## src/rtl/csa_stream_accum_if.sv

```systemverilog
// Operand/result handshake bundle for csa_stream_accum.
// master = producer/consumer side, slave = accumulator side.
interface csa_stream_accum_if #(
  parameter int WIDTH     = 4,
  parameter int ACC_W     = 8,
  parameter int MAX_BEATS = 4
);
  localparam int CNT_W = $clog2(MAX_BEATS + 1);

  logic             in_valid;
  logic             in_ready;
  logic             in_last;
  logic [WIDTH-1:0] in_a;
  logic [WIDTH-1:0] in_b;
  logic [WIDTH-1:0] in_c;
  logic             out_valid;
  logic             out_ready;
  logic [ACC_W-1:0] out_sum;
  logic [CNT_W-1:0] out_count;
  logic             out_ovf;

  modport master (
    output in_valid, in_last, in_a, in_b, in_c, out_ready,
    input  in_ready, out_valid, out_sum, out_count, out_ovf
  );

  modport slave (
    input  in_valid, in_last, in_a, in_b, in_c, out_ready,
    output in_ready, out_valid, out_sum, out_count, out_ovf
  );
endinterface

```

## src/rtl/csa_stream_accum.sv

```systemverilog
// Streaming carry-save accumulator: three operands per beat folded into
// redundant sum/carry registers, resolved by a single add after the last beat.
module csa_stream_accum #(
  parameter int WIDTH     = 4,
  parameter int MAX_BEATS = 4,
  parameter int ACC_W     = 8
) (
  input logic               clk,
  input logic               rst,
  csa_stream_accum_if.slave bus
);
  localparam int CNT_W = $clog2(MAX_BEATS + 1);
  localparam logic [CNT_W-1:0] MAX_CNT = CNT_W'(MAX_BEATS);

  typedef enum logic [1:0] {
    IDLE    = 2'd0,
    ACCUM   = 2'd1,
    RESOLVE = 2'd2,
    HOLD    = 2'd3
  } state_t;

  typedef struct packed {
    logic [ACC_W-1:0] s;
    logic [ACC_W-1:0] k;
  } csa_t;

  state_t           state_r;
  logic [ACC_W-1:0] sum_r;
  logic [ACC_W-1:0] carry_r;
  logic [CNT_W-1:0] count_r;
  logic             ovf_r;
  csa_t             l1_s;
  csa_t             l2_s;
  csa_t             l3_s;

  // 3:2 compressor: per-bit sum and majority carry (carry not yet shifted)
  function automatic csa_t csa3(input logic [ACC_W-1:0] x,
                                input logic [ACC_W-1:0] y,
                                input logic [ACC_W-1:0] z);
    csa_t r;
    r.s = x ^ y ^ z;
    r.k = (x & y) | (x & z) | (y & z);
    return r;
  endfunction

  // Compressor tree: operands, then running sum, then running carry
  always_comb begin
    l1_s = csa3(ACC_W'(bus.in_a), ACC_W'(bus.in_b), ACC_W'(bus.in_c));
    l2_s = csa3(l1_s.s, l1_s.k << 1'b1, sum_r);
    l3_s = csa3(l2_s.s, l2_s.k << 1'b1, carry_r);
  end

  assign bus.in_ready = ~rst & ((state_r == IDLE) | (state_r == ACCUM));

  // Transaction FSM with accumulator and registered result port
  always_ff @(posedge clk or posedge rst) begin
    if (rst) begin
      state_r       <= IDLE;
      sum_r         <= '0;
      carry_r       <= '0;
      count_r       <= '0;
      ovf_r         <= 1'b0;
      bus.out_valid <= 1'b0;
      bus.out_sum   <= '0;
      bus.out_count <= '0;
      bus.out_ovf   <= 1'b0;
    end else begin
      case (state_r)
        IDLE, ACCUM: begin
          if (bus.in_valid) begin
            sum_r   <= l3_s.s;
            carry_r <= l3_s.k << 1'b1;
            count_r <= (count_r == MAX_CNT) ? MAX_CNT : count_r + CNT_W'(1);
            ovf_r   <= ovf_r | (count_r == MAX_CNT);
            state_r <= bus.in_last ? RESOLVE : ACCUM;
          end else begin
            state_r <= state_r;
          end
        end
        RESOLVE: begin
          bus.out_sum   <= sum_r + carry_r;
          bus.out_count <= count_r;
          bus.out_ovf   <= ovf_r;
          bus.out_valid <= 1'b1;
          state_r       <= HOLD;
        end
        HOLD: begin
          // Result fields are left as-is so the consumer can still read them
          if (bus.out_ready) begin
            bus.out_valid <= 1'b0;
            sum_r         <= '0;
            carry_r       <= '0;
            count_r       <= '0;
            ovf_r         <= 1'b0;
            state_r       <= IDLE;
          end else begin
            state_r <= HOLD;
          end
        end
        default: begin
          state_r <= IDLE;
        end
      endcase
    end
  end
endmodule
```

## src/flat_wrapper.sv

```systemverilog
// flat-port wrapper written by rule: the top's interface ports become plain ports
module csa_stream_accum_flat 
#(
  parameter int WIDTH     = 4,
  parameter int MAX_BEATS = 4,
  parameter int ACC_W     = 8
)
  (clk, rst, bus_in_valid, bus_in_last, bus_in_a, bus_in_b, bus_in_c, bus_out_ready, bus_in_ready, bus_out_valid, bus_out_sum, bus_out_count, bus_out_ovf);
  csa_stream_accum_if #(.WIDTH(WIDTH), .ACC_W(ACC_W), .MAX_BEATS(MAX_BEATS)) bus_i ();
  input logic clk;
  input logic rst;
  input wire logic [$bits(bus_i.in_valid)-1:0] bus_in_valid;
  input wire logic [$bits(bus_i.in_last)-1:0] bus_in_last;
  input wire logic [$bits(bus_i.in_a)-1:0] bus_in_a;
  input wire logic [$bits(bus_i.in_b)-1:0] bus_in_b;
  input wire logic [$bits(bus_i.in_c)-1:0] bus_in_c;
  input wire logic [$bits(bus_i.out_ready)-1:0] bus_out_ready;
  output wire logic [$bits(bus_i.in_ready)-1:0] bus_in_ready;
  output wire logic [$bits(bus_i.out_valid)-1:0] bus_out_valid;
  output wire logic [$bits(bus_i.out_sum)-1:0] bus_out_sum;
  output wire logic [$bits(bus_i.out_count)-1:0] bus_out_count;
  output wire logic [$bits(bus_i.out_ovf)-1:0] bus_out_ovf;
  assign bus_i.in_valid = bus_in_valid;
  assign bus_i.in_last = bus_in_last;
  assign bus_i.in_a = bus_in_a;
  assign bus_i.in_b = bus_in_b;
  assign bus_i.in_c = bus_in_c;
  assign bus_i.out_ready = bus_out_ready;
  assign bus_in_ready = bus_i.in_ready;
  assign bus_out_valid = bus_i.out_valid;
  assign bus_out_sum = bus_i.out_sum;
  assign bus_out_count = bus_i.out_count;
  assign bus_out_ovf = bus_i.out_ovf;
  csa_stream_accum #(.WIDTH(WIDTH), .MAX_BEATS(MAX_BEATS), .ACC_W(ACC_W)) u_core (.clk(clk), .rst(rst), .bus(bus_i));
endmodule
```

## config.mk

```make
export PLATFORM = sky130hd
export DESIGN_NAME = csa_stream_accum_flat
export DESIGN_NICKNAME = d
export VERILOG_FILES = /design/src/rtl/csa_stream_accum_if.sv /design/src/rtl/csa_stream_accum.sv /design/src/flat_wrapper.sv
export SDC_FILE = /design/constraint.sdc
export NUM_CORES = 1
export LEC_CHECK = 0
export ABC_CLOCK_PERIOD_IN_PS = 5800
export CORE_MARGIN = 2
export CORE_UTILIZATION = 40
export DETAILED_ROUTE_END_ITERATION = 6
export MAX_ROUTING_LAYER = met4
export PLACE_DENSITY_LB_ADDON = 0.12
export SYNTH_ARGS = -nofsm -noshare
export SYNTH_HDL_FRONTEND = slang
export SYNTH_SLANG_ARGS = --single-unit
```

## constraint.sdc

```tcl
create_clock -name clk -period 5.8 [get_ports clk]
set_clock_uncertainty 0.2 [all_clocks]
set_input_delay 1.16 -clock clk [delete_from_list [all_inputs] [get_ports clk]]
set_output_delay 1.16 -clock clk [all_outputs]
set_load 0.005 [all_outputs]
```

# Word-level counts from Yosys, hierarchy flattened

Index checks and enable logic that the tools add are counted.

Bits in registers: 35

Equal/unequal tests: 6
Reduce and logical (&&, ||, !) cells: 6
Bitwise gates (word level): 25
Mux-type cells: 17
$add $sub $neg: 2

Operators by type and width:

| operator            | number |
|---|---|
| $and 7x7->7         | 6 |
| $or 7x7->7          | 5 |
| $pmux 8 s2          | 2 |
| $xor 8x8->8         | 4 |
| $mux 8              | 3 |
| $and 4x4->4         | 3 |
| $mux 3              | 3 |
| $add 8x8->8         | 1 |
| $xor 4x4->4         | 2 |
| $or 7x4->7          | 1 |
| $mux 2              | 3 |
| $pmux 2 s3          | 1 |
| $pmux 3 s2          | 1 |
| $eq 2x2->1 const B  | 2 |
| $ne 2x2->1 const B  | 2 |
| $pmux 1 s2          | 2 |
| $reduce_bool 2->1   | 2 |
| $add 3x1->3 const B | 1 |
| $eq 3x3->1 const B  | 1 |
| $reduce_and 3->1    | 1 |
| $eq 2x1->1 const B  | 1 |
| $logic_not 2->1     | 1 |
| $mux 1              | 2 |
| $or 1x1->1          | 2 |
| other kinds (4)     | 4 |

# Logic depth before layout (Yosys ltp)

Gate-level depths: netlist (run 1).

Word-level depth: 11
Mapped depth: 7

# Worst setup path before layout (run 1)

OpenSTA, ideal clock, no wires.

Kind: input to register
Start: input port bus_in_c[3]
End: register u_core.sum_r[3]
Setup slack: 2.723 ns
Buffers on the path: 0
Data arrival time: 2.756 ns
Library setup time: 0.121 ns
Stages: 5
Cells stage by stage: fa_1 -> inv_1 -> fa_1 -> fa_1 -> o21ai_1

Cells in the longest elaborated chain, start to end: 7

RTL lines:

| item                     | line                   | text |
|---|---|---|
| start, declared          | flat_wrapper.sv:16     | `input wire logic [$bits(bus_i.in_c)-1:0] bus_in_c;` |
| $xor 4x4->4              | csa_stream_accum.sv:41 | `r.s = x ^ y ^ z;` |
| $xor 8x8->8 (4 in a row) | csa_stream_accum.sv:41 |  |
| $mux 8                   | csa_stream_accum.sv:70 | `if (bus.in_valid) begin` |
| $pmux 8 s2               | csa_stream_accum.sv:68 | `case (state_r)` |
| end signal, assigned     | csa_stream_accum.sv:71 | `sum_r <= l3_s.s;` |
| end, declared            | csa_stream_accum.sv:28 | `logic [ACC_W-1:0] sum_r;` |

No other way between the ends. The select of a mux whose other input is x is not followed.
A chain may end at the register's enable or synchronous reset.

# Final worst setup path (run 1)

Start: input port rst
End: output port bus_in_ready

Cells in the longest elaborated chain, start to end: 2

RTL lines:

| item            | line                   | text |
|---|---|---|
| start, declared | flat_wrapper.sv:11     | `input logic rst;` |
| $not 1->1       | csa_stream_accum.sv:53 | `assign bus.in_ready = ~rst & ((state_r == IDLE) \| (state_r == ACCUM));` |
| $and 1x1->1     | csa_stream_accum.sv:53 |  |
| end, declared   | flat_wrapper.sv:18     | `output wire logic [$bits(bus_i.in_ready)-1:0] bus_in_ready;` |

No other way between the ends.

==> summary.md, run 1 <==
| Metric | Value |
|---|---|
| Post-Syn Nets | `221` |
| Avg Cell Area, Syn | `between 9 and 10 µm²` |
| Max Cap Violations | `0` |
| Yosys cell types | `27` |
| Total GRT Usage | `0.164` |
| Critical path, cell by cell | `clkdlybuf4s50_1 > nor2_1 > clkdlybuf4s50_1` |
| Status | `finished clean` |
| Sink Count | `33` |
| Grt ovf | `0` |
| Crit-path max cell delay | `roughly 0.5 ns` |
| Clk root buf | `clkbuf_8` |
| Crit path launch type | `input pin` |
| Post-Synthesis Cells | `182` |
| 1st-iter DRT viols | `126` |
| Slew Viols, Final | `0` |
| Total power | `0.984 mW` |
| Fin. Hold Viols | `0` |
| Area contributors post-synth | `dfrtp_1 45%, fa_1 13%, ha_1 6.9%` |
| Placement Rows | `24` |
| Antenna violations before repair | `0` |
| Switching Fraction | `0.384` |
| Arrival time worst endpoint | `2.16 ns` |
| Required @ worst endpoint | `4.44 ns` |
| Fin crit period | `3.52 ns` |
| Comb pwr share | `0.444` |
| Detailed-route via count | `roughly 1300` |
| Max stage delay cell, worst path | `clkdlybuf4s50_1` |
| # diodes | `0` |
| Commonest non-fill, non-tap cell in the layout | `dfrtp_1` |
| I/O pins | `31` |
| Total iterations of the first detailed-routing run | `4` |
| Vias per std cell | `4.98` |
| Final setup violation count | `0` |
| DIE AREA | `roughly 5100 µm²` |
| Clock transition at the registers of the reported paths | `about 0.07 ns` |
| Primary FF master, synth | `dfrtp_1` |
| Area leader, netlist | `dfrtp_1` |
| Yosys reg bits | `33` |
| Worst flop-to-flop path startpoint | `u_core.sum_r[3]` |
| Hold-fix buffers, CTS | `0` |
| Initial Util | `0.417` |
| Pleak | `1.06 nW` |
| Worst-case vdd ir drop | `approximately 0.21 mV` |
| Critical path's most frequent cell | `clkdlybuf4s50_1` |
| Crit end category | `output pin` |
| Core area | `around 4400 µm²` |
| R2R Setup Slk | `3.88 ns` |
| Setup tns final | `0 ns` |
| Slew @ Worst Pin | `0.861 ns` |
| Chip Height | `71.4 µm` |
| HP Class | `reg2reg` |
| Post-route ant nets | `0` |
| IO buf count | `30` |
| CTS Buffer Depth | `2` |
| Share of layout cells above drive strength 1 | `0.0421` |
| DIE WIDTH | `71.4 µm` |
| F_max | `0.284 GHz` |
| Number of nets in the layout | `roughly 250` |
| Mapped Area | `1820 µm²` |
| Maximum number of pins on one net before global-route repair | `34` |
| CTS resizes | `0` |
| Clock Latency Late Sink | `0.28 ns` |
| Synthesis-to-finish area growth | `23.1%` |
| First-pass GRT wire length | `6.18 mm` |
| Critical path peak fanout | `2` |
| Hold path startpoint | `u_core.bus.out_valid` |
| Post-DR wirelength/cell | `13.1 µm` |
| CP Launch Point | `rst` |
| Vias in the first global route | `between 1000 and 1500` |
| Yosys top cell area share | `0.455` |
| Slew HR | `0.425` |
| Remaining DRCs | `0` |
| Final GP Congestion | `around 0.76` |
| Most frequent cells in the layout | `33 x dfrtp_1, 31 x nand2_1, 30 x clkdlybuf4s50_1` |
| H-Tree Level Count | `2` |
| Crit Path Class | `in2out` |
| Int Pwr | `0.606 mW` |
| Period utilization | `0.607` |
| Psw | `0.378 mW` |
| PD cells | `440 nW/µm²` |
| Post-synth EDFFs | `0` |
| Synth warn | `0` |
| Sequential power share | `0.386` |
| Clk pwr share | `0.170` |
| Ys async rst share | `1.00` |
| CTS Buf Count | `5` |
| Unrepaired setup endpoints after global routing | `false` |
| Sequential share of the synthesized area | `0.455` |
| CTS tree | `yes` |
| Setup Buffers After CTS | `0` |
| DP HPWL | `2.63 mm` |
| Routed wire length | `3.48 mm` |
-- registers in the layout, summed over array words and instances (netlist names) --
register,count
u_core.ovf_r,1
u_core.bus.out_count,3
u_core.carry_r,6
u_core.sum_r,8
u_core.state_r,2
u_core.bus.out_ovf,1
u_core.bus.out_valid,1
u_core.bus.out_sum,8
u_core.count_r,3
-- path summary, 6_finish.rpt --
path                                    endpoint  cells past startpoint
hold / removal              u_core.bus.out_valid                      2
setup reg to reg                 u_core.sum_r[3]                      4
setup / recovery                    bus_in_ready                      3
hold reg to reg             u_core.bus.out_valid                      2
max in group asynchronous  u_core.bus.out_sum[7]                      3
min in group asynchronous      u_core.carry_r[2]                      3
-- cell families after synthesis --
group                      share of synthesized area
and+or+nand+nor                                0.159
DFF                                            0.455
AOI/OAI and AO/OA                              0.106
buffers and inverters                         0.0647
adders and majority gates                      0.201
xor gates and xnor gates                      0.0145
-- layout make-up --
type	count	area, µm²
clock buffer	6	72.6
inverter	22	82.6
sequential	33	826
timing repair buffer	31	308
tap	52	65.1
clock inverter	2	10.0
multi-input combinational	120	873
fill	378	2120
-- critical path: cells and delay by family --
family                 cells  cell delay (ns)
buffers and inverters      2             0.91
AND/OR/NAND/NOR            1             0.09
-- power by group through the flow --
| stage | Sequential (mW) | Combinational, mW | Clock, mW |
|---|---|---|---|
| 3_3_place_gp | 0.381 | 0.430 | 0 |
| 3_5_place_dp | 0.385 | 0.445 | 0 |
| 6_report | 0.380 | 0.437 | 0.167 |
| 5_1_grt | 0.392 | 0.511 | 0.185 |
| 4_1_cts | 0.381 | 0.447 | 0.170 |
| 2_1_floorplan | 0.374 | 0.292 | 0 |
-- metal layers --
metal | wire length, µm | global-route usage | share of wire
met1 | 1580 | 0.209 | 0.45
met2 | 1670 | 0.242 | 0.48
met3 | 165 | 0.0450 | 0.047
met4 | 67 | 0.0797 | 0.019
met5 | 0 | - | 0
-- synth_stat cells (2+ instances only) --
cell type and n:
nor3_1 3, buf_2 4, nand2_1 31, ha_1 10, nor2_1 6, nand2b_1 2, fa_1 12, o31ai_1 3
inv_1 22, a21o_1 2, xor2_1 3, o21a_1 2, o21ai_1 15, dfrtp_1 33, a21oi_1 5, nor2b_1 3
clkbuf_1 2, nand3_1 15
-- per-stage QoR --
stage | area [µm²] | setup slack (ns) | instances | hold WS [ns] | utilization
floorplan | 1820 | 2.72 | 182 | 0.239 | -
global placement | 2150 | 2.24 | 258 | 0.256 | 0.495
detailed placement | 2150 | 2.17 | 258 | 0.262 | 0.495
CTS | 2240 | 2.27 | 266 | 0.278 | 0.514
global route | 2240 | 2.25 | 266 | 0.313 | 0.514
finish | 2240 | 2.28 | 266 | 0.275 | 0.514
No activity file was read; power rests on OpenSTA's default activity.
==> inputs of run 2 (changes only) <==
Settings changed: ABC_CLOCK_PERIOD_IN_PS 5800 to 2900.
Clock period 5.8 ns to 2.9 ns, I/O delays scaled along.
==> summary.md, run 2 (same netlist as run 1, synthesis figures left out) <==
| Metric | Value |
|---|---|
| Status | `finished clean` |
| # diodes | `0 (unchanged)` |
| IO buf count | `30 (unchanged)` |
| Slew Viols, Final | `0 (unchanged)` |
| First-pass GRT wire length | `6.07 mm (-1.8%)` |
| Antenna violations before repair | `0 (unchanged)` |
| Crit Path Class | `in2reg` |
| Required @ worst endpoint | `2.85 ns (-1.59 ns)` |
| Area after DPL | `2180 µm² (+1.0%)` |
| PD cells | `886 nW/µm² (+100%)` |
| Post-DR wirelength/cell | `13.1 µm (+0.62%)` |
| Clk root buf | `clkbuf_8` |
| Slew @ Worst Pin | `0.751 ns (-0.110 ns)` |
| Chip Height | `71.4 µm (unchanged)` |
| I/O pins | `31 (unchanged)` |
| Synthesis-to-finish area growth | `24.4%` |
| Critical path peak fanout | `1 (-1)` |
| Commonest non-fill, non-tap cell in the layout | `dfrtp_1` |
| Slew HR | `0.499 (+0.0742)` |
| Top flop regs | `u_core.bus.out_sum x8, u_core.sum_r x8, u_core.carry_r x6` |
| Setup Buffers After CTS | `0 (unchanged)` |
| Post-route ant nets | `0 (unchanged)` |
| Crit end category | `flop` |
| CTS resizes | `0 (unchanged)` |
| Final setup violation count | `0 (unchanged)` |
| Fin. Hold Viols | `0 (unchanged)` |
| Final Instance Area | `2260 µm² (+1.0%)` |
| Core area | `4350 µm² (unchanged)` |
| Vias in the first global route | `1316 (-1.9%)` |
| Worst-case vdd ir drop | `0.360 mV (+70%)` |
| Final GP Congestion | `0.750 (-1.0%)` |
| DIE WIDTH | `71.4 µm (unchanged)` |
| Arrival time worst endpoint | `2.66 ns (+0.50 ns)` |
| Sink Count | `33 (unchanged)` |
| Crit path launch type | `input pin` |
| Vias per std cell | `4.92 (-1.3%)` |
| CTS tree | `yes` |
| Hold-fix buffers, CTS | `0 (unchanged)` |
| 1st-iter DRT viols | `95 (-25%)` |
| DP HPWL | `2.69 mm (+2.4%)` |
| DIE AREA | `5100 µm² (unchanged)` |
| Clock Latency Late Sink | `0.28 ns (about the same)` |
| Share of layout cells above drive strength 1 | `0.0553 (+0.0132)` |
| Initial Util | `0.417 (unchanged)` |
| HP Class | `reg2reg` |
| Pleak | `1.07 nW (+1.3%)` |
| Total iterations of the first detailed-routing run | `4 (unchanged)` |
| Max Cap Violations | `0 (unchanged)` |
| Unrepaired setup endpoints after global routing | `false` |
| Maximum number of pins on one net before global-route repair | `34 (unchanged)` |
| Remaining DRCs | `0 (unchanged)` |
| F_max | `approximately 0.37 GHz` |
| Routed wire length | `3.54 mm (+1.8%)` |
| Setup tns final | `0 ns (unchanged)` |
| CTS Buf Count | `5 (unchanged)` |
| Period utilization | `0.937` |
| Grt ovf | `0 (unchanged)` |
| CTS Buffer Depth | `2 (unchanged)` |
| Most frequent cells in the layout | `33 x dfrtp_1, 31 x nand2_1, 30 x clkdlybuf4s50_1` |
| Number of nets in the layout | `255 (+1.2%)` |
| Detailed-route via count | `1323 (-0.15%)` |
| Total power | `2.00 mW (+100%)` |
| H-Tree Level Count | `2 (unchanged)` |
| Fin crit period | `2.72 ns` |
| Clock transition at the registers of the reported paths | `0.07 ns (about the same)` |
| Total GRT Usage | `0.157 (-0.00694)` |
| Placement Rows | `24 (unchanged)` |
run 2: power by group:
| group | switching, mW | leakage (nW) | internal, mW |
|---|---|---|---|
| combinational | 0.480 | 0.597 | 0.429 |
| sequential | 0.127 | 0.432 | 0.637 |
| clock | 0.163 | 0.0450 | 0.166 |
| total | 0.770 | 1.07 | 1.23 |
run 2: cell type report:
type | count | area (µm²)
Tap cell | 52 | 65.1
Clock inverter | 2 | 10.0
Timing Repair Buffer | 34 | 330
Fill cell | 385 | 2090
Sequential cell | 33 | 826
Multi-Input combinational cell | 120 | 873
Inverter | 22 | 82.6
Clock buffer | 6 | 72.6
run 2: stage by stage:
| step | setup WS [ns] | cells | hold slack (ns) | utilization |
|---|---|---|---|---|
| 2_1_floorplan | 0.403 | 182 | 0.239 | - |
| 3_3_place_gp | -0.0699 | 261 | 0.256 | 0.500 |
| 3_5_place_dp | -0.115 | 261 | 0.259 | 0.500 |
| 4_1_cts | 0.168 | 269 | 0.277 | 0.519 |
| 5_1_grt | 0.0812 | 269 | 0.296 | 0.519 |
| 6_report | 0.183 | 269 | 0.274 | 0.519 |
run 2: path summary, 6_finish.rpt:
| check | start | to | slack (ns) | cells after the start |
|---|---|---|---|---|
| max | bus_in_c[3] | u_core.sum_r[3] | 0.18 | 6 |
| min | u_core.bus.out_sum[0] | u_core.bus.out_sum[0] | 0.27 | 2 |
| max reg2reg | u_core.sum_r[3] | u_core.sum_r[3] | 1.01 | 4 |
| min reg2reg | u_core.bus.out_sum[0] | u_core.bus.out_sum[0] | 0.27 | 2 |
| max in group asynchronous | rst | u_core.bus.out_sum[4] | 1.68 | 3 |
| min in group asynchronous | rst | u_core.bus.out_sum[7] | 0.52 | 3 |
run 2: routing by layer:
metal  global-route usage  up-vias  wire length, µm
met5                    -        -                0
met1                0.198      633             1600
li1                     -      665                -
met4               0.0314        0               21
met2                0.262       23             1760
met3               0.0352        2              153
run 2: worst max-delay path, cell delays in order:
cell	delay, ns
clkdlybuf4s50_1	0.43
fa_1	0.54
inv_1	0.05
fa_1	0.48
fa_1	0.52
o21ai_1	0.07
